--- src/rtl/bht2_predictor.sv ---
// Branch history table of 2-bit saturating counters with registered lookup and perf counters.
// Optional macro BHT_BYPASS_EN: same-index read/write in one cycle returns the post-update value.

module bht2_entry (
  input  logic       clk,
  input  logic       clr,
  input  logic       we_i,
  input  logic [1:0] d_i,
  output logic [1:0] q_o
);
  logic [1:0] state_q;

  always_ff @(posedge clk or posedge clr) begin
    if (clr)       state_q <= 2'b01;
    else if (we_i) state_q <= d_i;
  end

  assign q_o = state_q;
endmodule

module bht2_predictor #(
  parameter int IDX_W = 4,
  parameter int CNT_W = 16
) (
  input  logic             clk,
  input  logic             clr,
  input  logic             rd_en,
  input  logic [IDX_W-1:0] rd_idx,
  output logic             rd_valid,
  output logic             rd_taken,
  output logic [1:0]       rd_state,
  input  logic             wr_en,
  input  logic [IDX_W-1:0] wr_idx,
  input  logic             wr_taken,
  input  logic             wr_mispred,
  output logic [CNT_W-1:0] cnt_lookup,
  output logic [CNT_W-1:0] cnt_mispred
);
  localparam int N = 1 << IDX_W;

  logic [N-1:0][1:0] tbl;
  logic [1:0]        wr_cur, wr_nxt, rd_state_d;
  logic              rd_valid_q;
  logic [1:0]        rd_state_q;
  logic [CNT_W-1:0]  cnt_lookup_q, cnt_mispred_q;

  // Only one entry is written per cycle, so a single saturating step suffices.
  assign wr_cur = tbl[wr_idx];

  always_comb begin
    wr_nxt = wr_cur;
    if (wr_taken) begin
      if (wr_cur != 2'b11) wr_nxt = wr_cur + 2'b01;
    end else begin
      if (wr_cur != 2'b00) wr_nxt = wr_cur - 2'b01;
    end
  end

  for (genvar g = 0; g < N; g++) begin : g_ent
    bht2_entry u_ent (
      .clk  (clk),
      .clr  (clr),
      .we_i (wr_en && (wr_idx == IDX_W'(g))),
      .d_i  (wr_nxt),
      .q_o  (tbl[g])
    );
  end

`ifdef BHT_BYPASS_EN
  always_comb begin
    rd_state_d = tbl[rd_idx];
    if (wr_en && (wr_idx == rd_idx)) rd_state_d = wr_nxt;
  end
`else
  always_comb begin
    rd_state_d = tbl[rd_idx];
  end
`endif

  always_ff @(posedge clk or posedge clr) begin
    if (clr) begin
      rd_valid_q <= 1'b0;
      rd_state_q <= 2'b00;
    end else begin
      rd_valid_q <= rd_en;
      if (rd_en) rd_state_q <= rd_state_d;
    end
  end

  always_ff @(posedge clk or posedge clr) begin
    if (clr) begin
      cnt_lookup_q  <= '0;
      cnt_mispred_q <= '0;
    end else begin
      if (rd_en && !(&cnt_lookup_q))                 cnt_lookup_q  <= cnt_lookup_q + 1'b1;
      if (wr_en && wr_mispred && !(&cnt_mispred_q)) cnt_mispred_q <= cnt_mispred_q + 1'b1;
    end
  end

  assign rd_valid    = rd_valid_q;
  assign rd_state    = rd_state_q;
  assign rd_taken    = rd_state_q[1];
  assign cnt_lookup  = cnt_lookup_q;
  assign cnt_mispred = cnt_mispred_q;
endmodule

--- config.mk ---
export PLATFORM = sky130hd
export DESIGN_NAME = bht2_predictor
export DESIGN_NICKNAME = d
export VERILOG_FILES = /design/src/rtl/bht2_predictor.sv
export SDC_FILE = /design/constraint.sdc
export NUM_CORES = 1
export LEC_CHECK = 0
export CORE_UTILIZATION = 40
export DETAILED_ROUTE_END_ITERATION = 10
export DONT_BUFFER_PORTS = 1
export GPL_TIMING_DRIVEN = 0
export HOLD_SLACK_MARGIN = 0.05
export PLACE_DENSITY = 0.53
export SYNTH_ARGS = -nofsm -noshare
export SYNTH_HDL_FRONTEND = slang
export SYNTH_SLANG_ARGS = --single-unit
--- constraint.sdc ---
create_clock -name clk -period 4 [get_ports clk]
set_clock_uncertainty 0.2 [all_clocks]
set_input_delay 0.6 -clock clk [delete_from_list [all_inputs] [get_ports clk]]
set_output_delay 0.6 -clock clk [all_outputs]
set_load 0.03 [all_outputs]
; ---- Yosys cells after proc, flatten, opt, wreduce, memory -nomap -nowiden
; Cells that the tools add are included.
[op_classes]
eq_ne = 16
n_reduce_logical = 25
n_mux = 7
order_cmp = 2
n_addsub = 4
[op_table]
columns = op, n
row1 = $add 16x1->16 const B, 2
row2 = $eq 4x4->1 const B, 8
row3 = $reduce_and 16->1, 2
row4 = $logic_and 1x1->1, 19
row5 = $bmux 2 s4, 2
row6 = $eq 4x3->1 const B, 4
row7 = $lt 4x5->1 const B, 2
row8 = $mux 2, 5
row9 = $eq 4x2->1 const B, 2
row10 = $eq 4x1->1 const B, 1
row11 = $logic_not 4->1, 1
row12 = $add 2x1->2 const B, 1
row13 = $logic_not 1->1, 2
row14 = $ne 2x2->1 const B, 1
row15 = $reduce_bool 2->1, 1
row16 = $sub 2x1->2 const B, 1
[word_totals]
output_inout_bits = 36
reg_bits = 67
word_cells = 74

; ---- Longest topological paths before layout
; Gate-level depths: netlist of run 1.
[logic_depth]
ltp_word = 5
mapped_depth = 7
mapped_depth_nobuf = 6

; ---- Cells and area by module
; Synthesis of run 1 repeated with hierarchy kept, for this count alone.
[unflattened]
cells_unflattened = 286
hier_area_um2 = 3537.1
[modules_own_cells]
columns = mod, cells_each, area_each_um2, instances
row1 = bht2_predictor, 206, 2296.0, 1
row2 = bht2_entry, 5, 77.6, 16

; ---- Least setup slack after synthesis of run 1
; Ideal clock, no wire load.
[synth_timing]
path_kind = input-to-reg
start = input wr_idx[1]
end = register g_ent[13].u_ent.state_q[0]
setup_ns = 0.082
path_slack_ns = 1.350
arrival_time_ns = 2.367
stages = 6
path_buffers = 1
cell_sequence = buf_6 -> mux4_2 -> mux2_2 -> maj3_2 -> mux2_4 -> mux2_4
[synth_between]
elab_chain_cells = 5
word_cells_on_any_way = 11
[synth_lines]
columns = element, line
row1 = from (decl), 33  ; input logic [IDX_W-1:0] wr_idx,
row2 = $bmux 2 s4, 48  ; assign wr_cur = tbl[wr_idx];
row3 = $mux 2 (implied by the code), 48
row4 = "$sub 2x1->2, or another cell as far along", 55  ; if (wr_cur != 2'b00) wr_nxt = wr_cur - 2'b01;
row5 = $mux 2 (on tied branches), "55, 53"
row6 = $mux 2, 52  ; if (wr_taken) begin
row7 = to (signal assigned), 15  ; else if (we_i) state_q <= d_i;
row8 = to (decl), 11  ; logic [1:0] state_q;
; Several ways; a longest one is shown, not always the timed one. The select of a mux whose other input is x is not followed.
; A chain may end at the register's enable or synchronous reset.

; ---- Worst setup path after layout of run 1
[layout_timing]
start = input wr_idx[3]
end = register g_ent[14].u_ent.state_q[0]
[layout_between]
elab_chain_cells = 5
word_cells_on_any_way = 11
[layout_lines]
columns = element, line
row1 = $bmux 2 s4, 48
row2 = $mux 2 (implied by the code), 48
row3 = "$sub 2x1->2, or another cell as far along", 55
row4 = $mux 2 (on tied branches), "55, 53"
row5 = $mux 2, 52
row6 = to (signal assigned), 15
row7 = to (decl), 11
; Several ways; a longest one is shown, not always the timed one. The select of a mux whose other input is x is not followed.

==> results of run 1 <==
flip-flops by register name (all words and copies together) (netlist names):
name             cells
g_ent.u_ent.q_o     32
cnt_lookup          16
rd_valid             1
rd_state             2
cnt_mispred         16
final timing paths:
| kind | endpoint | slack (ns) | cells past startpoint |
|---|---|---|---|
| setup / recovery | g_ent[14].u_ent.q_o[0] | 1.45 | 6 |
| setup reg to reg | cnt_mispred[1] | 1.54 | 5 |
| hold / removal | cnt_lookup[5] | 0.05 | 1 |
| max in group asynchronous | g_ent[9].u_ent.q_o[1] | 2.97 | 1 |
| min in group clk | rd_state[0] | 0.20 | 1 |
| hold reg to reg | g_ent[9].u_ent.q_o[1] | 0.34 | 1 |
power by group through the flow:
stage               registers, mW  logic, mW  clock network (mW)
detailed placement           1.27      0.565                   0
global placement             1.27      0.554                   0
CTS                          1.26      0.567               0.664
global route                 1.30      0.621               0.684
floorplan                    1.21      0.484                   0
finish                       1.26      0.563               0.644
area by class of cell:
cell class,count,area [sq um],area share
buffer,10,78.8,0.0202
clock buffer,11,141,0.0362
clock inverter,5,85.1,0.0218
inverter,3,13.8,0.00352
multi-input combinational,198,1750,0.448
sequential,67,1700,0.434
tap,105,131,0.0336
timing repair buffer,1,10.0,0.00256
synthesized netlist by cell type, types with 5 or more instances:
cell and instances:
a21oi_1 8, mux2_4 11, nand2_1 21, nand3_1 11
dfrtp_1 51, mux4_2 14, nor2_1 27, nor3_1 7
nand4_1 9, xnor2_1 18, mux2_2 24, dfstp_2 16
xor2_1 7, and4_1 5
per-layer routing:
layer  part of all wire  wire length, um
met5                  0                0
met4              0.017              132
met2               0.47             3550
met1               0.45             3390
met3              0.070              535
what timing repair did:
item	in CTS	in global routing
endpoints found under the hold margin	0	1
resized for setup	0	0
endpoints found under the setup margin	0	0
hold buffers	0	1
critical path: cells and delay by family:
family	cells	cell delay, ns
muxes	4	1.29
buffers and inverters	1	0.42
adders and majority gates	1	0.31
per-stage QoR:
step	instances	cell area (sq um)	hold WS [ns]	util	setup slack, ns
floorplan	278	3540	0.288	-	1.35
global placement	383	3670	0.318	0.438	0.725
detailed placement	383	3670	0.324	0.438	1.10
CTS	399	3900	0.0542	0.465	1.46
global route	400	3910	0.148	0.466	1.38
finish	400	3910	0.0541	0.466	1.45
cells by family (layout without fill, tap and decap cells):
logic type,count (synthesis),in the layout
AND/OR/NAND/NOR,92,92
flip-flops,67,67
multiplexers,57,57
XOR/XNOR,25,25
AO/OA/AOI/OAI,19,19
buffers and inverters,13,30
adder cells (fa/ha/maj),5,5
==> metrics.md, run 1 <==
| Metric | Value |
|---|---|
| Drt pass-1 iters | `4` |
| Power Density | `approximately 630 nW/um^2` |
| Largest net degree at the start of global routing | `between 60 and 70` |
| Most frequent CP cell | `mux2_4` |
| Clock transition at path regs | `approximately 0.08 ns` |
| Die Ht | `96.1 um` |
| Critical Path Sink Type | `flop` |
| Maximum clock rate | `392 MHz` |
| Overflow after GRT | `0` |
| Clock Path Buffers | `2` |
| Clock root cell | `clkbuf_8` |
| Distinct cells, synth | `41` |
| Final nets | `306` |
| Clock sink count | `67` |
| DRT Wirelength | `7.61 mm` |
| Combinational group share of total power | `0.228` |
| Critical Path AT | `2.62 ns` |
| Simple-gate area share of the yosys netlist | `0.129` |
| Total number of vias | `roughly 2.3k` |
| Area Growth Syn to Fin | `10.5%` |
| Register area share after synthesis | `0.479` |
| Syn. warnings | `0` |
| Maximum VDD drop | `0.346 mV` |
| Global-route wire length before repair | `roughly 12 mm` |
| WS Path Type | `in2reg` |
| CTS tree | `built` |
| Power Internal | `between 1.5 and 2 mW` |
| Most common cell after layout, fill and taps aside | `dfrtp_1` |
| Die area | `roughly 9200 sq um` |
| Row Count | `33` |
| Power consumption | `2.47 mW` |
| # port buffers | `0` |
| Top cell type by total area after synthesis | `dfrtp_1` |
| RSZ-0062 raised after global routing | `no` |
| Filler Cell Count | `around 770` |
| Synthesized area | `~3500 sq um` |
| H-tree depth | `3` |
| Net Count, Synth | `approximately 290` |
| P_sw | `approximately 0.83 mW` |
| CP Launch Type | `primary input` |
| Critical path data required time | `4.07 ns` |
| N_diodes | `0` |
| Vias in the first global route | `2,280` |
| Total track usage | `0.179` |
| CORE AREA | `approximately 8400 sq um` |
| Worst skew pair latency | `around 0.35 ns` |
| Gpl congestion | `0.818` |
| Reg-to-Reg Start | `cnt_mispred[10]` |
| Critical Path Start | `wr_idx[3]` |
| Count of flip-flops with a built-in enable after synthesis | `0` |
| CP peak stage delay | `0.42 ns` |
| Post-synthesis async set-or-reset flop share | `1.00` |
| Wire per inst | `approximately 19 um` |
| Grt met2 use | `0.265` |
| Flop and latch count out of synthesis | `67` |
| Final worst path period need | `2.55 ns` |
| Worst-Margin Slew | `between 0.8 and 0.9 ns` |
| Switching share of power | `0.338` |
| Vias/cell | `roughly 5.7` |
| Met1 Track Usage GR | `0.236` |
| GR Layer Usage met3 | `0.0679` |
| Gate count of the mapped netlist | `around 280` |
| Pins Over Slew Limit | `0` |
| DRC Markers | `0` |
| Status | `completed` |
| Final setup TNS | `0 ns` |
| Area contributors post-synth | `dfrtp_1 (36%), dfstp_2 (12%), mux4_2 (8.9%)` |
| Commonest non-fill, non-tap cells in the layout | `dfrtp_1 (51), nor2_1 (27), mux2_2 (24), nand2_1 (21), xnor2_1 (18)` |
| LEAKAGE | `approximately 1.6 nW` |
| Setup-failing EPs final | `0` |
| Critical-path cell list | `clkbuf_1 -> mux4_2 -> mux2_4 -> maj3_2 -> mux2_4 -> mux2_4` |
| Clock power frac | `0.261` |
| Max Fanout on Critical Path | `10` |
| Final hold viol count | `0` |
| Routed Antenna Nets | `0` |
| Top-area cell type share of the netlist area | `0.361` |
| Share of layout cells above drive strength 1 | `0.312` |
| Synth Flop Type | `dfrtp_1` |
| Gr busiest metal | `met2` |
| Period utilization | `0.637` |
| Post-CTS Setup Inserts | `0` |
| Max-capacitance violation count | `0` |
| Mux cell area share after synthesis | `0.255` |
| Ports | `50` |
| Flop pwr share | `0.511` |
| Synthesized-area fraction occupied by adder cells | `0.0163` |
| Slowest CP cell | `clkbuf_1` |
| Die X-Extent | `slightly below 100 um` |
| Detail Placement HPWL | `about 5.4 mm` |
| CTS Buf Count | `9` |
| Number of antenna violations at the first check in global routing | `0` |
| Slew Limit Headroom | `0.451` |
| Syn Area/Cell | `12.7 sq um` |
| Largest family of logic cells by synthesized area | `multiplexers` |
| Post-Synth XOR/XNOR Area | `0.0619` |
| Starting Density | `0.422` |
| Min-delay worst type | `in2async` |
| Compound-gate portion of the synthesized area | `0.0336` |
| Initial drt markers | `between 90 and 100` |
Note: power is estimated with default switching activity, not from simulation.
==> run 2: changes to the inputs <==
PLACE_DENSITY = 0.55   (was 0.53)
clock period = 2.3 ns   (was 4 ns; I/O delays follow)
==> run 2 against run 1 <==
  * The flow now finishes with violations (setup timing)
  * Via count up 1.1%
  * Power is 73% higher
  * Setup slack got worse by 1.5 ns
  * Critical path depth is 1 lower
  * Clock-buffer cell count decreased by 2
  * Flip-flop and latch count is the same
  * Register-to-register slack worse by 1.6 ns
  * Critical path type is now reg2reg
==> metrics.md, run 2 (same netlist as run 1, synthesis figures left out) <==
| Metric | Value |
|---|---|
| Clock root cell | `clkbuf_8` |
| RSZ-0062 raised after global routing | `yes` |
| Critical path data required time | `2.37 ns (-1.70 ns)` |
| Final hold viol count | `0 (unchanged)` |
| Most common cell after layout, fill and taps aside | `dfrtp_1` |
| GR Layer Usage met3 | `0.0419 (-0.0261)` |
| Worst-Margin Slew | `0.821 ns (-0.00270 ns)` |
| WS Path Type | `reg2reg` |
| Slew Limit Headroom | `0.452 (+0.00180)` |
| Routed Antenna Nets | `0 (unchanged)` |
| Starting Density | `0.422 (unchanged)` |
| Buffers and inverters on the worst path | `0 (-1)` |
| Most frequent CP cell | `mux2_4` |
| Area Growth Syn to Fin | `12.4%` |
| Final std cells w/o fill | `405 (+1.3%)` |
| Hold Crit Depth | `3` |
| CP Launch Type | `flop` |
| Largest net degree at the start of global routing | `68 (unchanged)` |
| Min-delay worst type | `in2reg` |
| Failing checks | `setup timing` |
| Critical Path AT | `2.41 ns (-0.21 ns)` |
| Wire per inst | `18.6 um (-2.2%)` |
| Ports | `50 (unchanged)` |
| Gpl congestion | `0.834 (+2.0%)` |
| Overflow after GRT | `0 (unchanged)` |
| H-tree depth | `3 (unchanged)` |
| Clock sink count | `67 (unchanged)` |
| Detail Placement HPWL | `5.37 mm (-0.58%)` |
| Gr busiest metal | `met2` |
| DRC Markers | `0 (unchanged)` |
| Power consumption | `4.26 mW (+73%)` |
| Largest register FFs | `32 (unchanged)` |
| Max Fanout on Critical Path | `8 (-2)` |
| Share of layout cells above drive strength 1 | `0.373 (+0.0615)` |
| Total track usage | `0.171 (-0.00784)` |
| Placed cell area | `3690 sq um (+0.61%)` |
| DRT Wirelength | `7.53 mm (-0.96%)` |
| Die X-Extent | `96.1 um (unchanged)` |
| Final nets | `311 (+1.6%)` |
| LEAKAGE | `1.64 nW (+0.70%)` |
| Maximum clock rate | `428 MHz` |
| CTS Buf Count | `9 (unchanged)` |
| Hold Crit Start | `rd_en` |
| Max-capacitance violation count | `0 (unchanged)` |
| CORE AREA | `8380 sq um (unchanged)` |
| Global-route wire length before repair | `11.5 mm (-3.1%)` |
| Period utilization | `1.02` |
| Kind of cell adding the most delay to the critical path | `multiplexers` |
| Worst skew pair latency | `0.35 ns (about the same)` |
| N_diodes | `0 (unchanged)` |
| Critical path depth in cells | `5 (-1)` |
| Clock transition at path regs | `0.08 ns (about the same)` |
| Setup-failing EPs final | `16 (+16)` |
| Total number of vias | `2,305 (+1.1%)` |
| Vias in the first global route | `2,292 (+0.53%)` |
| Filler Cell Count | `789 (+2.7%)` |
| Met1 Track Usage GR | `0.227 (-0.00947)` |
| Dpl cells | `383 (unchanged)` |
| Clock Path Buffers | `2 (unchanged)` |
| Drt pass-1 iters | `5 (+1)` |
| Grt met2 use | `0.262 (-0.00296)` |
| Status | `finished with violations` |
| Final worst slack | `-0.0371 ns (-1.49 ns)` |
| # port buffers | `0 (unchanged)` |
| Reg-to-Reg Start | `g_ent[3].u_ent.q_o[1]` |
| Fin area | `3980 sq um (+1.8%)` |
| Worst r2r path cells | `5 (unchanged)` |
| Critical Path Start | `g_ent[3].u_ent.q_o[1]` |
| Power Density | `1070 nW/um^2 (+70%)` |
| Number of antenna violations at the first check in global routing | `0 (unchanged)` |
| Critical-path cell list | `mux4_2 -> mux2_4 -> maj3_2 -> mux2_4 -> mux2_2` |
| Maximum VDD drop | `0.380 mV (+9.9%)` |
| Die area | `9230 sq um (unchanged)` |
| Final worst path period need | `between 2 and 2.5 ns` |
| CTS tree | `built` |
| CP peak stage delay | `0.48 ns (+0.06 ns)` |
| Row Count | `33 (unchanged)` |
| Commonest non-fill, non-tap cells in the layout | `dfrtp_1 (43), nor2_1 (26), nand2_1 (21), mux2_2 (21), xnor2_1 (18)` |
| Vias/cell | `5.69 (-0.20%)` |
| Initial drt markers | `128 (+32%)` |
| Pins Over Slew Limit | `0 (unchanged)` |
| Critical Path Sink Type | `flop` |
| Slowest CP cell | `mux4_2` |
| Die Ht | `96.1 um (unchanged)` |
run 2: changes by cell type in the layout (fill, tap and decap cells not counted), moves of 3 or more:
cell | before | now
buf_4 | 2 | 7
clkbuf_1 | 5 | 2
mux2_4 | 11 | 14
mux2_2 | 24 | 21
dfrtp_2 | 0 | 8
dfrtp_1 | 51 | 43
run 2: per-stage QoR:
stage	utilization	worst slack [ns]	hold slack (ns)	setup TNS (ns)
after floorplan	-	-0.0696	0.176	-1.13
after global placement	0.441	-0.924	0.177	-44.45
after detailed placement	0.441	-0.318	0.177	-7.25
after CTS	0.472	-0.0480	0.107	-0.521
after global routing	0.475	-0.0932	0.121	-1.18
final	0.475	-0.0371	0.108	-0.371
run 2: worst reg2reg max path, delay by kind of cell (launching register included):
kind | cells | cell delay, ns
muxes | 4 | 1.35
DFF | 1 | 0.40
adders and majority gates | 1 | 0.32
run 2: cell type report:
class,instances,area (sq um),area share
plain buffers,9,85.1,0.0214
inverters,3,13.8,0.00346
clock inverters,7,76.3,0.0192
repair buffers,7,57.6,0.0145
well taps,105,131,0.0330
multi-input cells,198,1780,0.448
clock buffers,9,124,0.0311
flip-flops and latches,67,1710,0.429
run 2: power breakdown:
group	switching, mW	internal [mW]	total, mW
registers	0.608	1.61	2.22
clock network	0.493	0.506	0.999
logic	0.407	0.638	1.05
run 2: path summary, 6_finish.rpt:
check	slack [ns]	to
max in group asynchronous	0.88	cnt_mispred[1]
hold reg to reg	0.33	g_ent[11].u_ent.q_o[1]
setup reg to reg	-0.04	g_ent[2].u_ent.q_o[0]
min in group asynchronous	0.45	cnt_mispred[14]
hold / removal	0.11	cnt_lookup[10]
setup / recovery	-0.04	g_ent[2].u_ent.q_o[0]
run 2: repair_timing:
action,CTS,global route
setup buffers,5,0
pin swaps,1,0
gates resized for setup,7,6
endpoints found under the hold margin,56,0
setup endpoints to repair,26,24
hold buffers,2,0
run 2: layer usage:
| layer | share of wire | wire length [um] |
|---|---|---|
| met5 | 0 | 0 |
| met4 | 0.015 | 114 |
| met3 | 0.057 | 432 |
| met2 | 0.47 | 3540 |
| met1 | 0.46 | 3450 |
==> run 3: changes to the inputs <==
SETUP_SLACK_MARGIN = 0.05   (was not set)
==> run 3 against run 2 <==
  * The run still ends with setup timing left
  * Sequential power about the same
  * Via count up 1.0%
  * Largest power group unchanged
  * Utilization up 1.5 points
  * Register-to-register slack worse by 0.02 ns
  * First-iteration DRC count up 35%
  * Fmax down 0.78%
  * Routed wire length up 1.1%
  * Clock-buffer cell count up 1
  * Flip-flop and latch count unchanged
  * Clock power up 10%
  * Power up 3.2%
  * Design area up 3.1%
==> metrics.md, run 3 (same netlist as run 1, synthesis figures left out) <==
| Metric | Value |
|---|---|
| CORE AREA | `8380 sq um (unchanged)` |
| Critical-path cell list | `mux4_2 -> mux2_4 -> maj3_2 -> mux2_4 -> mux2_2` |
| Pins Over Slew Limit | `0 (unchanged)` |
| Number of antenna violations at the first check in global routing | `0 (unchanged)` |
| Initial drt markers | `173 (+35%)` |
| Clock root cell | `clkbuf_8` |
| Worst-Margin Slew | `0.801 ns (-0.0204 ns)` |
| Max-capacitance violation count | `0 (unchanged)` |
| Drt pass-1 iters | `4 (-1)` |
| Largest net degree at the start of global routing | `68 (unchanged)` |
| CTS tree | `built` |
| Worst skew pair latency | `0.35 ns (about the same)` |
| RSZ-0062 raised after global routing | `yes` |
| Detail Placement HPWL | `5.26 mm (-2.1%)` |
| Clock Path Buffers | `2 (unchanged)` |
| Vias in the first global route | `2,340 (+2.1%)` |
| Total track usage | `0.182 (+0.0108)` |
| Failing checks | `setup timing` |
| Most common cell after layout, fill and taps aside | `dfrtp_1` |
| N_diodes | `0 (unchanged)` |
| Hold Crit Start | `rd_idx[3]` |
| Critical Path Start | `g_ent[9].u_ent.q_o[1]` |
| Gpl congestion | `0.795 (-4.7%)` |
| Status | `finished with violations` |
| Largest register FFs | `32 (unchanged)` |
| DRT Wirelength | `7.62 mm (+1.1%)` |
| Routed Antenna Nets | `0 (unchanged)` |
| Clock transition at path regs | `0.08 ns (about the same)` |
| Final worst path period need | `2.36 ns (+0.0185 ns)` |
| Most frequent CP cell | `mux2_4` |
| Commonest non-fill, non-tap cells in the layout | `dfrtp_1 (38), nor2_1 (25), nand2_1 (21), mux2_2 (21), xnor2_1 (18)` |
| Fin area | `4100 sq um (+3.1%)` |
| Maximum VDD drop | `0.460 mV (+21%)` |
| Critical Path Sink Type | `flop` |
| CP Launch Type | `flop` |
| Row Count | `33 (unchanged)` |
| Final nets | `318 (+2.3%)` |
| Area Growth Syn to Fin | `15.9%` |
| Maximum clock rate | `425 MHz (-0.78%)` |
| Starting Density | `0.422 (unchanged)` |
| Max Fanout on Critical Path | `8 (unchanged)` |
| Share of layout cells above drive strength 1 | `0.420 (+0.0469)` |
| Vias/cell | `5.65 (-0.72%)` |
| Total number of vias | `2,328 (+1.0%)` |
| Global-route wire length before repair | `12.2 mm (+5.8%)` |
| LEAKAGE | `1.70 nW (+3.3%)` |
| CTS Buf Count | `9 (unchanged)` |
| Ports | `50 (unchanged)` |
| Power Density | `1070 nW/um^2 (about the same)` |
| Die X-Extent | `96.1 um (unchanged)` |
| Final setup TNS | `-0.651 ns (-0.280 ns)` |
| # port buffers | `0 (unchanged)` |
| Critical Path AT | `2.44 ns (+0.03 ns)` |
| CP peak stage delay | `0.49 ns (about the same)` |
| Overflow after GRT | `0 (unchanged)` |
| Final hold viol count | `0 (unchanged)` |
| Setup-failing EPs final | `16 (unchanged)` |
| Placed cell area | `3700 sq um (+0.17%)` |
| Clock sink count | `67 (unchanged)` |
| WS Path Type | `reg2reg` |
| Final worst slack | `-0.0555 ns (-0.0185 ns)` |
| DRC Markers | `0 (unchanged)` |
| Critical path data required time | `2.38 ns (about the same)` |
| Slew Limit Headroom | `0.466 (+0.0136)` |
| H-tree depth | `3 (unchanged)` |
| Die Ht | `96.1 um (unchanged)` |
| Die area | `9230 sq um (unchanged)` |
| Slowest CP cell | `mux4_2` |
| Min-delay worst type | `in2reg` |
| Hold slack | `0.102 ns (-0.00576 ns)` |
| Wire per inst | `18.5 um (-0.63%)` |
| Reg-to-Reg Start | `g_ent[9].u_ent.q_o[1]` |
| Period utilization | `1.02 (+0.00803)` |
==> run 3: final cells by class <==
cell class / instances / area [sq um]
Fill cell: 753 / 4280
Multi-Input combinational cell: 198 / 1820
Sequential cell: 67 / 1710
Tap cell: 105 / 131
Clock buffer: 10 / 128
Timing Repair Buffer: 13 / 103
Buffer: 10 / 100
Clock inverter: 6 / 88.8
Inverter: 3 / 13.8
==> run 3: final timing paths <==
kind / slack [ns] / to / cells past startpoint
worst max register to register: -0.06 / g_ent[9].u_ent.q_o[0] / 5
max in group asynchronous: 0.89 / cnt_mispred[1] / 2
min in group asynchronous: 0.43 / cnt_lookup[5] / 2
worst max-delay path: -0.06 / g_ent[9].u_ent.q_o[0] / 5
worst min register to register: 0.33 / g_ent[10].u_ent.q_o[1] / 1
worst min-delay path: 0.10 / rd_state[0] / 2
==> run 3: per-stage QoR <==
stage	power (mW)	cells	util	setup slack [ns]
after CTS	4.40	412	0.484	-0.0662
after global placement	3.21	383	0.441	-0.952
after floorplan	2.96	278	-	-0.0696
after detailed placement	3.23	383	0.442	-0.313
final	4.39	412	0.489	-0.0555
after global routing	4.64	412	0.489	-0.112
==> run 3: where the power goes <==
group | leakage (nW) | switching, mW | internal [mW] | total [mW]
clock | 0.103 | 0.488 | 0.612 | 1.10
sequential | 0.806 | 0.605 | 1.61 | 2.21
combinational | 0.787 | 0.422 | 0.658 | 1.08
==> run 3: worst max-delay path: cells and delay by family, from the launching register on <==
kind,cells,cell delay [ns]
flip-flops,1,0.40
adder cells (fa/ha/maj),1,0.31
multiplexers,4,1.37
==> run 3: timing repair <==
item	4_1_cts	5_1_grt
setup endpoints to repair	25	40
pin swaps	3	2
gates resized for setup	11	16
buffers inserted	11	1
hold endpoints to repair	56	0
hold buffers	2	0
==> run 3: layer usage <==
layer  share of wire  GRT usage  vias to the layer above
li1                -          -                     1071
met1            0.44      0.236                     1189
met2            0.48      0.280                       60
met3           0.069     0.0671                        8
met4           0.012     0.0597                        0
met5               0          0                        -
